`src/rtl/easyaxi_slv_rd_if.sv`:
```
// AXI read-channel bundle (AR + R) shared by the read slave and its master.
interface easyaxi_slv_rd_if #(
  parameter int unsigned ID_WIDTH   = 4,
  parameter int unsigned ADDR_WIDTH = 32,
  parameter int unsigned DATA_WIDTH = 64
);

  logic                  axi_ar_valid;
  logic                  axi_ar_ready;
  logic [ID_WIDTH-1:0]   axi_ar_id;
  logic [ADDR_WIDTH-1:0] axi_ar_addr;
  logic [7:0]            axi_ar_len;
  logic [2:0]            axi_ar_size;
  logic [1:0]            axi_ar_burst;

  logic                  axi_r_valid;
  logic                  axi_r_ready;
  logic [ID_WIDTH-1:0]   axi_r_id;
  logic [DATA_WIDTH-1:0] axi_r_data;
  logic [1:0]            axi_r_resp;
  logic                  axi_r_last;

  modport slave (
    input  axi_ar_valid, axi_ar_id, axi_ar_addr, axi_ar_len, axi_ar_size, axi_ar_burst,
    input  axi_r_ready,
    output axi_ar_ready,
    output axi_r_valid, axi_r_id, axi_r_data, axi_r_resp, axi_r_last
  );

  modport master (
    output axi_ar_valid, axi_ar_id, axi_ar_addr, axi_ar_len, axi_ar_size, axi_ar_burst,
    output axi_r_ready,
    input  axi_ar_ready,
    input  axi_r_valid, axi_r_id, axi_r_data, axi_r_resp, axi_r_last
  );

endinterface

```
`src/rtl/easyaxi_slv_rd.sv`:
```
// Simple AXI read slave: queues AR requests and answers each burst in order after a fixed
// latency, returning the beat address and beat index as read data.
module easyaxi_slv_rd #(
  parameter int unsigned OST_DEPTH  = 16,
  parameter int unsigned ID_WIDTH   = 4,
  parameter int unsigned ADDR_WIDTH = 32,
  parameter int unsigned DATA_WIDTH = 64,
  parameter int unsigned RD_LATENCY = 2
) (
  input  logic              clk,
  input  logic              rst_n,
  easyaxi_slv_rd_if.slave   axi
);

  localparam int unsigned PtrW    = $clog2(OST_DEPTH);
  localparam int unsigned CntW    = PtrW + 1;
  localparam int unsigned EntryW  = ID_WIDTH + ADDR_WIDTH + 8 + 3 + 2;
  localparam int unsigned WaitW   = $clog2(RD_LATENCY + 1);
  localparam int unsigned MaxSize = $clog2(DATA_WIDTH / 8);

  localparam logic [1:0] BurstFixed = 2'b00;
  localparam logic [1:0] BurstIncr  = 2'b01;
  localparam logic [1:0] BurstWrap  = 2'b10;

  typedef enum logic [1:0] {StIdle, StWait, StBurst} state_e;

  state_e state_q, state_d;

  // Request queue
  logic [EntryW-1:0] mem_q [OST_DEPTH];
  logic [PtrW-1:0]   wr_ptr_q, rd_ptr_q;
  logic [CntW-1:0]   cnt_q, cnt_d;
  logic              full, empty, push, pop;

  logic [EntryW-1:0]     head;
  logic [ID_WIDTH-1:0]   h_id;
  logic [ADDR_WIDTH-1:0] h_addr;
  logic [7:0]            h_len;
  logic [2:0]            h_size;
  logic [1:0]            h_burst;
  logic                  h_err;

  // Working registers for the burst in flight
  logic [ID_WIDTH-1:0]   id_q, id_d;
  logic [ADDR_WIDTH-1:0] addr_q, addr_d, addr_nxt;
  logic [7:0]            len_q, len_d;
  logic [2:0]            size_q, size_d;
  logic [1:0]            burst_q, burst_d;
  logic                  err_q, err_d;
  logic [7:0]            beat_q, beat_d;
  logic [WaitW-1:0]      wait_q, wait_d;

  logic [ADDR_WIDTH-1:0] step, wrap_mask;

  logic                  r_valid, r_last;
  logic [ID_WIDTH-1:0]   r_id;
  logic [DATA_WIDTH-1:0] r_data;
  logic [1:0]            r_resp;

  // Ready depends only on the registered count, so a full queue never passes through.
  assign full  = (cnt_q == CntW'(OST_DEPTH));
  assign empty = (cnt_q == '0);
  assign push  = axi.axi_ar_valid & ~full;

  assign head = mem_q[rd_ptr_q];
  assign {h_id, h_addr, h_len, h_size, h_burst} = head;

  // Reserved burst type, beat wider than the bus, or an illegal wrap length all error out.
  assign h_err = (h_burst == 2'b11) || (h_size > 3'(MaxSize)) ||
                 ((h_burst == BurstWrap) && !(h_len inside {8'd1, 8'd3, 8'd7, 8'd15}));

  // Queue storage: no reset needed, entries are only read when counted valid.
  always_ff @(posedge clk) begin
    if (push) begin
      mem_q[wr_ptr_q] <= {axi.axi_ar_id, axi.axi_ar_addr, axi.axi_ar_len, axi.axi_ar_size,
                          axi.axi_ar_burst};
    end
  end

  // Queue occupancy next state
  always_comb begin
    cnt_d = cnt_q;
    case ({push, pop})
      2'b10:   cnt_d = cnt_q + CntW'(1);
      2'b01:   cnt_d = cnt_q - CntW'(1);
      default: cnt_d = cnt_q;
    endcase
  end

  // Queue pointers and occupancy
  always_ff @(posedge clk or negedge rst_n) begin
    if (!rst_n) begin
      wr_ptr_q <= '0;
      rd_ptr_q <= '0;
      cnt_q    <= '0;
    end else begin
      if (push) wr_ptr_q <= wr_ptr_q + PtrW'(1);
      if (pop)  rd_ptr_q <= rd_ptr_q + PtrW'(1);
      cnt_q <= cnt_d;
    end
  end

  // Next beat address for FIXED / INCR / WRAP; errored bursts keep the start address.
  always_comb begin
    step      = ADDR_WIDTH'(1) << size_q;
    wrap_mask = ((ADDR_WIDTH'(len_q) + ADDR_WIDTH'(1)) << size_q) - ADDR_WIDTH'(1);
    addr_nxt  = addr_q;
    if (!err_q) begin
      case (burst_q)
        BurstIncr: addr_nxt = addr_q + step;
        BurstWrap: addr_nxt = (addr_q & ~wrap_mask) | ((addr_q + step) & wrap_mask);
        default:   addr_nxt = addr_q;
      endcase
    end
  end

  // FSM state register
  always_ff @(posedge clk or negedge rst_n) begin
    if (!rst_n) state_q <= StIdle;
    else        state_q <= state_d;
  end

  // FSM next state
  always_comb begin
    state_d = state_q;
    case (state_q)
      StIdle:  if (!empty) state_d = StWait;
      StWait:  if (wait_q == '0) state_d = StBurst;
      StBurst: if (axi.axi_r_ready && (beat_q == len_q)) state_d = StIdle;
      default: state_d = StIdle;
    endcase
  end

  // FSM outputs: queue pop and the R channel, driven purely from registered state
  always_comb begin
    pop     = 1'b0;
    r_valid = 1'b0;
    r_id    = '0;
    r_data  = '0;
    r_resp  = 2'b00;
    r_last  = 1'b0;
    case (state_q)
      StIdle: pop = !empty;
      StBurst: begin
        r_valid                    = 1'b1;
        r_id                       = id_q;
        r_data[ADDR_WIDTH-1:0]     = addr_q;
        r_data[ADDR_WIDTH +: 8]    = beat_q;
        r_resp                     = err_q ? 2'b10 : 2'b00;
        r_last                     = (beat_q == len_q);
      end
      default: ;
    endcase
  end

  // Working-register next state
  always_comb begin
    id_d    = id_q;
    addr_d  = addr_q;
    len_d   = len_q;
    size_d  = size_q;
    burst_d = burst_q;
    err_d   = err_q;
    beat_d  = beat_q;
    wait_d  = wait_q;
    case (state_q)
      StIdle: begin
        if (pop) begin
          id_d    = h_id;
          addr_d  = h_addr;
          len_d   = h_len;
          size_d  = h_size;
          burst_d = h_burst;
          err_d   = h_err;
          beat_d  = '0;
          wait_d  = WaitW'(RD_LATENCY - 1);
        end
      end
      StWait: if (wait_q != '0) wait_d = wait_q - WaitW'(1);
      StBurst: begin
        if (axi.axi_r_ready) begin
          beat_d = beat_q + 8'd1;
          addr_d = addr_nxt;
        end
      end
      default: ;
    endcase
  end

  // Working registers
  always_ff @(posedge clk or negedge rst_n) begin
    if (!rst_n) begin
      id_q    <= '0;
      addr_q  <= '0;
      len_q   <= '0;
      size_q  <= '0;
      burst_q <= '0;
      err_q   <= 1'b0;
      beat_q  <= '0;
      wait_q  <= '0;
    end else begin
      id_q    <= id_d;
      addr_q  <= addr_d;
      len_q   <= len_d;
      size_q  <= size_d;
      burst_q <= burst_d;
      err_q   <= err_d;
      beat_q  <= beat_d;
      wait_q  <= wait_d;
    end
  end

  assign axi.axi_ar_ready = ~full;
  assign axi.axi_r_valid  = r_valid;
  assign axi.axi_r_id     = r_id;
  assign axi.axi_r_data   = r_data;
  assign axi.axi_r_resp   = r_resp;
  assign axi.axi_r_last   = r_last;

endmodule

```
`src/flat_wrapper.sv`:
```
// flat-port wrapper written by rule: the top's interface ports become plain ports
module easyaxi_slv_rd_flat 
#(
  parameter int unsigned OST_DEPTH  = 16,
  parameter int unsigned ID_WIDTH   = 4,
  parameter int unsigned ADDR_WIDTH = 32,
  parameter int unsigned DATA_WIDTH = 64,
  parameter int unsigned RD_LATENCY = 2
)
  (clk, rst_n, axi_axi_ar_valid, axi_axi_ar_id, axi_axi_ar_addr, axi_axi_ar_len, axi_axi_ar_size, axi_axi_ar_burst, axi_axi_r_ready, axi_axi_ar_ready, axi_axi_r_valid, axi_axi_r_id, axi_axi_r_data, axi_axi_r_resp, axi_axi_r_last);
  easyaxi_slv_rd_if #(.ID_WIDTH(ID_WIDTH), .ADDR_WIDTH(ADDR_WIDTH), .DATA_WIDTH(DATA_WIDTH)) axi_i ();
  input  logic clk;
  input  logic rst_n;
  input wire logic [$bits(axi_i.axi_ar_valid)-1:0] axi_axi_ar_valid;
  input wire logic [$bits(axi_i.axi_ar_id)-1:0] axi_axi_ar_id;
  input wire logic [$bits(axi_i.axi_ar_addr)-1:0] axi_axi_ar_addr;
  input wire logic [$bits(axi_i.axi_ar_len)-1:0] axi_axi_ar_len;
  input wire logic [$bits(axi_i.axi_ar_size)-1:0] axi_axi_ar_size;
  input wire logic [$bits(axi_i.axi_ar_burst)-1:0] axi_axi_ar_burst;
  input wire logic [$bits(axi_i.axi_r_ready)-1:0] axi_axi_r_ready;
  output wire logic [$bits(axi_i.axi_ar_ready)-1:0] axi_axi_ar_ready;
  output wire logic [$bits(axi_i.axi_r_valid)-1:0] axi_axi_r_valid;
  output wire logic [$bits(axi_i.axi_r_id)-1:0] axi_axi_r_id;
  output wire logic [$bits(axi_i.axi_r_data)-1:0] axi_axi_r_data;
  output wire logic [$bits(axi_i.axi_r_resp)-1:0] axi_axi_r_resp;
  output wire logic [$bits(axi_i.axi_r_last)-1:0] axi_axi_r_last;
  assign axi_i.axi_ar_valid = axi_axi_ar_valid;
  assign axi_i.axi_ar_id = axi_axi_ar_id;
  assign axi_i.axi_ar_addr = axi_axi_ar_addr;
  assign axi_i.axi_ar_len = axi_axi_ar_len;
  assign axi_i.axi_ar_size = axi_axi_ar_size;
  assign axi_i.axi_ar_burst = axi_axi_ar_burst;
  assign axi_i.axi_r_ready = axi_axi_r_ready;
  assign axi_axi_ar_ready = axi_i.axi_ar_ready;
  assign axi_axi_r_valid = axi_i.axi_r_valid;
  assign axi_axi_r_id = axi_i.axi_r_id;
  assign axi_axi_r_data = axi_i.axi_r_data;
  assign axi_axi_r_resp = axi_i.axi_r_resp;
  assign axi_axi_r_last = axi_i.axi_r_last;
  easyaxi_slv_rd #(.OST_DEPTH(OST_DEPTH), .ID_WIDTH(ID_WIDTH), .ADDR_WIDTH(ADDR_WIDTH), .DATA_WIDTH(DATA_WIDTH), .RD_LATENCY(RD_LATENCY)) u_core (.clk(clk), .rst_n(rst_n), .axi(axi_i));
endmodule
```
`config.mk`:
```
export PLATFORM = sky130hd
export DESIGN_NAME = easyaxi_slv_rd_flat
export DESIGN_NICKNAME = d
export VERILOG_FILES = /design/src/rtl/easyaxi_slv_rd_if.sv /design/src/rtl/easyaxi_slv_rd.sv /design/src/flat_wrapper.sv
export SDC_FILE = /design/constraint.sdc
export NUM_CORES = 1
export LEC_CHECK = 0
export CORE_AREA = 5 5 249 251
export CTS_CLUSTER_SIZE = 30
export DETAILED_ROUTE_END_ITERATION = 16
export DIE_AREA = 0 0 254 256
export PLACE_DENSITY = 0.79
export SYNTH_ARGS = -nofsm -noshare
export SYNTH_HDL_FRONTEND = slang
export SYNTH_SLANG_ARGS = --single-unit
```
`constraint.sdc`:
```
create_clock -name clk -period 6.29 [get_ports clk]
set_input_delay 1.5725 -clock clk [delete_from_list [all_inputs] [get_ports clk]]
set_output_delay 1.5725 -clock clk [all_outputs]
set_load 0.01 [all_outputs]
```
# Yosys cells after proc, flatten, opt, wreduce, memory -nomap -nowiden
# Memory sizes are Yosys's and may differ from the RTL's.
# Index checks and enable logic that the tools add are counted.
[word_totals] regBits=75 mem_bits_rw=784 input_bits=53 output_inout_bits=73 word_cells=97 n_memories=1
[memory_table] name="u_core.mem_q" depth=16 width=49 read_ports=1 rd_ports_with_merged_regs=0 write_ports=1 line="easyaxi_slv_rd.sv:30" source="logic [EntryW-1:0] mem_q [OST_DEPTH];"
[classes] addsub=9 order_cmp=1 eq_ne=22 shifts=2 n_mux=25 bitwise_logic=6 n_reduce_logical=19
[ops] op="32-bit one-hot mux with 2 select lines" n=2
[ops] op="32-bit two-way mux" n=3
[ops] op="32-bit bitwise AND" n=2
[ops] op="40-bit two-way mux" n=1
[ops] op="32-bit adder" n=1
[ops] op="32-bit NOT" n=1
[ops] op="32-bit bitwise OR" n=1
[ops] op="1-bit by 3-bit left shift with 32-bit output (first input constant)" n=1
[ops] op="32-bit by 3-bit left shift with 32-bit output" n=1
[ops] op="32-bit by 1-bit subtractor with 32-bit output (second input constant)" n=1
[ops] op="8-bit two-way mux" n=2
[ops] op="8-bit one-hot mux with 2 select lines" n=1
[ops] op="2-bit two-way mux" n=7
[ops] op="2-bit == test (second input constant)" n=5
[ops] op="5-bit one-hot mux with 2 select lines" n=1
[ops] op="8-bit by 1-bit adder with 9-bit output (second input constant)" n=1
[ops] op="3-bit AND reduction" n=3
[ops] op="4-bit by 1-bit adder with 4-bit output (second input constant)" n=2
[ops] op="8-bit by 1-bit adder with 8-bit output (second input constant)" n=1
[ops] op="8-bit by 1-bit == test with 1-bit output (second input constant)" n=1
[ops] op="8-bit by 2-bit == test with 1-bit output (second input constant)" n=1
[ops] op="8-bit by 3-bit == test with 1-bit output (second input constant)" n=1
[ops] op="8-bit by 4-bit == test with 1-bit output (second input constant)" n=1
[ops] op="8-bit == test" n=1
[ops] op="other kinds (24)" n=42

# Depth between registers and ports, before layout
[depth] ltp_word=10 ltp_mapped=16 ltp_nobuf=14

# Worst setup path before layout
# Ideal clock, no wire load.
[synth_timing] path_kind="input port to flip-flop" startpoint="input axi_axi_ar_valid" endpoint="memory u_core.mem_q[3][0] (netlist name), enable pin" setup_time_ns=0.516 arrival_ns=5.460 required_time_ns=5.774 slack_ns=0.314 stages=4 path_buffers=1 cell_sequence="and2_1 -> clkbuf_1 -> nand2_1 -> nor3_1"
[synth_between] elab_chain_len=3
[synth_rtl] element="start, declared" line="flat_wrapper.sv:14" source="input wire logic [$bits(axi_i.axi_ar_valid)-1:0] axi_axi_ar_valid;"
[synth_rtl] element="1-bit bitwise AND" line="easyaxi_slv_rd.sv:63" source="assign push = axi.axi_ar_valid & ~full;"
[synth_rtl] element="1-bit two-way mux" line="easyaxi_slv_rd.sv:74" source="if (push) begin"
[synth_rtl] element="1-bit two-way mux (not written as such)" line="easyaxi_slv_rd.sv:75" source="mem_q[wr_ptr_q] <= {axi.axi_ar_id, axi.axi_ar_addr, axi.axi_ar_len, axi.axi_ar_size,"
[synth_rtl] element="end, declared" line="easyaxi_slv_rd.sv:30"
# Every way passes these cells.

# Worst setup path after layout
[layout_timing] startpoint="register u_core.state_q[0]" endpoint="output axi_axi_r_data[18]"
[layout_between] elab_chain_len=2
[layout_rtl] element="start, declared" line="easyaxi_slv_rd.sv:27" source="state_e state_q, state_d;"
[layout_rtl] element="start signal, assigned" line="easyaxi_slv_rd.sv:119" source="if (!rst_n) state_q <= StIdle;"
[layout_rtl] element="start signal, assigned" line="easyaxi_slv_rd.sv:120" source="else state_q <= state_d;"
[layout_rtl] element="2-bit == test" line="easyaxi_slv_rd.sv:142" source="case (state_q)"
[layout_rtl] element="40-bit two-way mux" line="easyaxi_slv_rd.sv:142"
[layout_rtl] element="end, declared" line="flat_wrapper.sv:24" source="output wire logic [$bits(axi_i.axi_r_data)-1:0] axi_axi_r_data;"
# Every way passes these cells.

==> flow_summary.json <==
{
  "hpwl_mm": 52.74,
  "p_leak_uw": 0.01312,
  "synth_compound_area_frac": 0.04025,
  "maxCapViolCount": 0,
  "synth_flop_cell": "edfxtp_1",
  "place_congestion": 0.9040,
  "insertion_delay_ns": 0.64,
  "synth_xor_area_frac": 0.01099,
  "hold_viol": 0,
  "vias": 19390,
  "pin_count": 126,
  "detail_route.iter0.violations": 2391,
  "skew_ns": 0.03700,
  "crit_type": "reg2out",
  "drv_slew": 0,
  "crit_fanout": 49,
  "die_w_um": 254,
  "synth_warnings": 0,
  "worstHoldStart": "u_core.wait_q[0]",
  "synth-edff-count": 784,
  "overflow": 0,
  "fin_crit_sh": 0.7273,
  "ir_drop_mv": 0.3319,
  "end_kind": "primary output",
  "p_total_uw": 18980,
  "outcome": "finished, final reports clean",
  "cts_buffers": 83,
  "ff2ff_path_depth": 14,
  "ys_ff_latch": 859,
  "grt_setup_unrepaired": "no",
  "ctsResizeCount": 0,
  "r2r-start": "u_core.size_q[1]",
  "cts.sinks": 859,
  "powerDensity_nw_per_um2": 471.8,
  "synthesis.area_um2": 35750,
  "grt_pass1_vias": 19670,
  "grt_pass1_wl_mm": 133.7,
  "synthArstFlopShare": 0.08731,
  "nets": 2114,
  "muxShareOfSynthArea": 0.1562,
  "max_freq_mhz": 218.6,
  "rows": 90,
  "rrSetupSlack_ns": 1.88,
  "die_area_um2": 65020,
  "hp-class": "reg2reg",
  "setup_tns_ns": 0,
  "arrival_ns": 3.00,
  "holdPathEnd": "u_core.wait_q[0]",
  "avgSynthCellArea_um2": 18.64,
  "drc": 0,
  "grt_max_degree": 110,
  "root_buffer": "clkbuf_16",
  "min_path_cells": 1,
  "synth_cell_types": 82,
  "dr.pass1.iters": 6,
  "final_antenna_net_count": 0,
  "setup_violations": 0,
  "layout-drive-gt1-share": 0.2132,
  "worstPathRequired_ns": 4.72,
  "vias_per_cell": 6.699,
  "routedWlPerCell_um": 31.13,
  "h-tree-depth": 3,
  "coreArea_um2": 59680,
  "slew_headroom": 0.3609,
  "start_kind": "register",
  "dieHeight_um": 256,
  "drt-total-wl_mm": 90.10,
  "cts_hold_buf": 0,
  "synth_top_family_by_area": "multiplexers",
  "antenna_found_initial": 7,
  "cts_tree": "yes",
  "track_usage": 0.2816,
  "fin_crit_ns": 4.575,
  "ys_seq_area_frac": 0.7110,
  "post_cts_buffers": 0,
  "tightest_slew_ns": 0.9586,
  "clock_path_buffers": 3,
  "synthSimpleGateAreaFrac": 0.05085,
  "syn-instance-count": 1918,
  "initial_core_util": 0.5990,
  "io_buffers": 100,
  "fin_ws_ns": 1.715,
  "synthToLayoutAreaGrowth_pct": 12.53,
  "dp_worst_setup_slack_ns": 1.817,
  "synth_fa_ha_area_frac": 0.008820,
  "clk_pin_slew_worst_paths_ns": 0.06
}
-- layout make-up --
type                    instances  area [um2]
flip-flops and latches        859       25430
fillers                      3696       19450
multi-input cells             927        9754
clock buffers                 110        2238
repair buffers                136        1294
well taps                     782       978.4
clock inverters                44       402.9
inverters                      30       112.6
diodes                          6       15.01
-- synthesized netlist by cell type (4+ instances only) --
cell type | instances | area (um2)
and3_1 | 13 | 81.33
buf_2 | 27 | 135.1
o22ai_1 | 6 | 37.54
inv_1 | 30 | 112.6
o211ai_1 | 7 | 52.55
a21oi_1 | 54 | 270.3
or4_1 | 4 | 30.03
nand2_1 | 125 | 469.2
or2_2 | 4 | 25.02
a21o_1 | 9 | 67.56
a41oi_1 | 5 | 43.79
xnor2_1 | 25 | 219.0
nor2_1 | 77 | 289.0
nand3_1 | 25 | 125.1
and4_1 | 5 | 43.79
and2_1 | 52 | 325.3
ha_1 | 22 | 275.3
buf_1 | 9 | 33.78
o2bb2ai_1 | 5 | 43.79
o31ai_1 | 4 | 30.03
nand4_1 | 17 | 106.4
buf_4 | 34 | 255.2
nand2b_1 | 7 | 43.79
o21ai_0 | 47 | 235.2
a31oi_1 | 10 | 62.56
a211oi_1 | 8 | 60.06
dfrtp_1 | 75 | 1877
clkbuf_1 | 51 | 191.4
a31o_2 | 5 | 43.79
mux4_2 | 246 | 5540
nor3_1 | 15 | 75.07
buf_6 | 4 | 45.04
or3_1 | 5 | 31.28
xor2_1 | 18 | 157.7
edfxtp_1 | 784 | 23540
nor2b_1 | 9 | 56.30
-- flip-flops by register name, indices dropped and copies added (netlist names), named ones only --
signal and cells:
u_core.beat_q 8, u_core.burst_q 2, u_core.err_q 1, u_core.mem_q 784
u_core.cnt_q 5, u_core.rd_ptr_q 4, u_core.len_q 8, u_core.wr_ptr_q 4
u_core.id_q 4, u_core.state_q 2, u_core.wait_q 2, u_core.size_q 3
-- critical path, stage by stage, from the launching register on --
cell and delay, ns:
dfrtp_1 0.39, inv_1 0.16, nand2_2 0.09, inv_2 0.56, buf_4 0.37, and2_1 0.16
clkdlybuf4s50_1 0.62
-- logic make-up after synthesis --
kind of cell / after synthesis
multiplexers: 250
XOR/XNOR: 44
other: 1
AO/OA/AOI/OAI: 214
adder cells (fa/ha/maj): 24
buffers and inverters: 156
flip-flops: 859
AND/OR/NAND/NOR: 370
-- cells in the final DEF (no fill, tap or decap), types with 29 or more instances in the layout --
| master | instances |
|---|---|
| a21oi_1 | 54 |
| inv_1 | 29 |
| clkdlybuf4s50_1 | 99 |
| buf_4 | 35 |
| mux4_2 | 246 |
| o21ai_0 | 47 |
| nand2_1 | 124 |
| and2_1 | 52 |
| nor2_1 | 65 |
| dfrtp_1 | 71 |
| edfxtp_1 | 784 |
| clkbuf_16 | 83 |
-- worst max-delay path by stage --
stage                      startpoint             endpoint  cells past startpoint
floorplan            axi_axi_ar_valid   u_core.mem_q[3][0]                      4
global placement     axi_axi_ar_valid  u_core.mem_q[7][41]                      5
detailed placement   axi_axi_ar_valid  u_core.mem_q[7][30]                      5
CTS                 u_core.state_q[0]   axi_axi_r_data[22]                      6
global route        u_core.state_q[0]   axi_axi_r_data[22]                      6
finish              u_core.state_q[0]   axi_axi_r_data[18]                      6
-- metal layers --
metal  track usage  wire length [um]  vias up  share of wire
li1              -                 -     7965              -
met1        0.3832             32600    10100           0.36
met2        0.4551             45410     1194           0.50
met3       0.08190              9963      131           0.11
met4       0.07801              2120        2          0.024
met5             0                 9        -        0.00010
-- report_power, final --
part / switching, uW / internal [uW] / total [uW]
clock: 2110 / 2760 / 4870
sequential: 661 / 7000 / 7660
combinational: 3710 / 2740 / 6450
-- per-stage QoR --
stage	cells	cell area [um2]	hold slack (ns)	util
final	2894	40230	0.5002	0.6740
after CTS	2888	40210	0.5000	0.6738
after floorplan	1942	35840	0.4374	-
after global placement	2734	37570	0.4695	0.6295
after global routing	2890	40220	0.5216	0.6739
after detailed placement	2734	37570	0.4861	0.6295
Note: power is estimated with default switching activity, not from simulation.
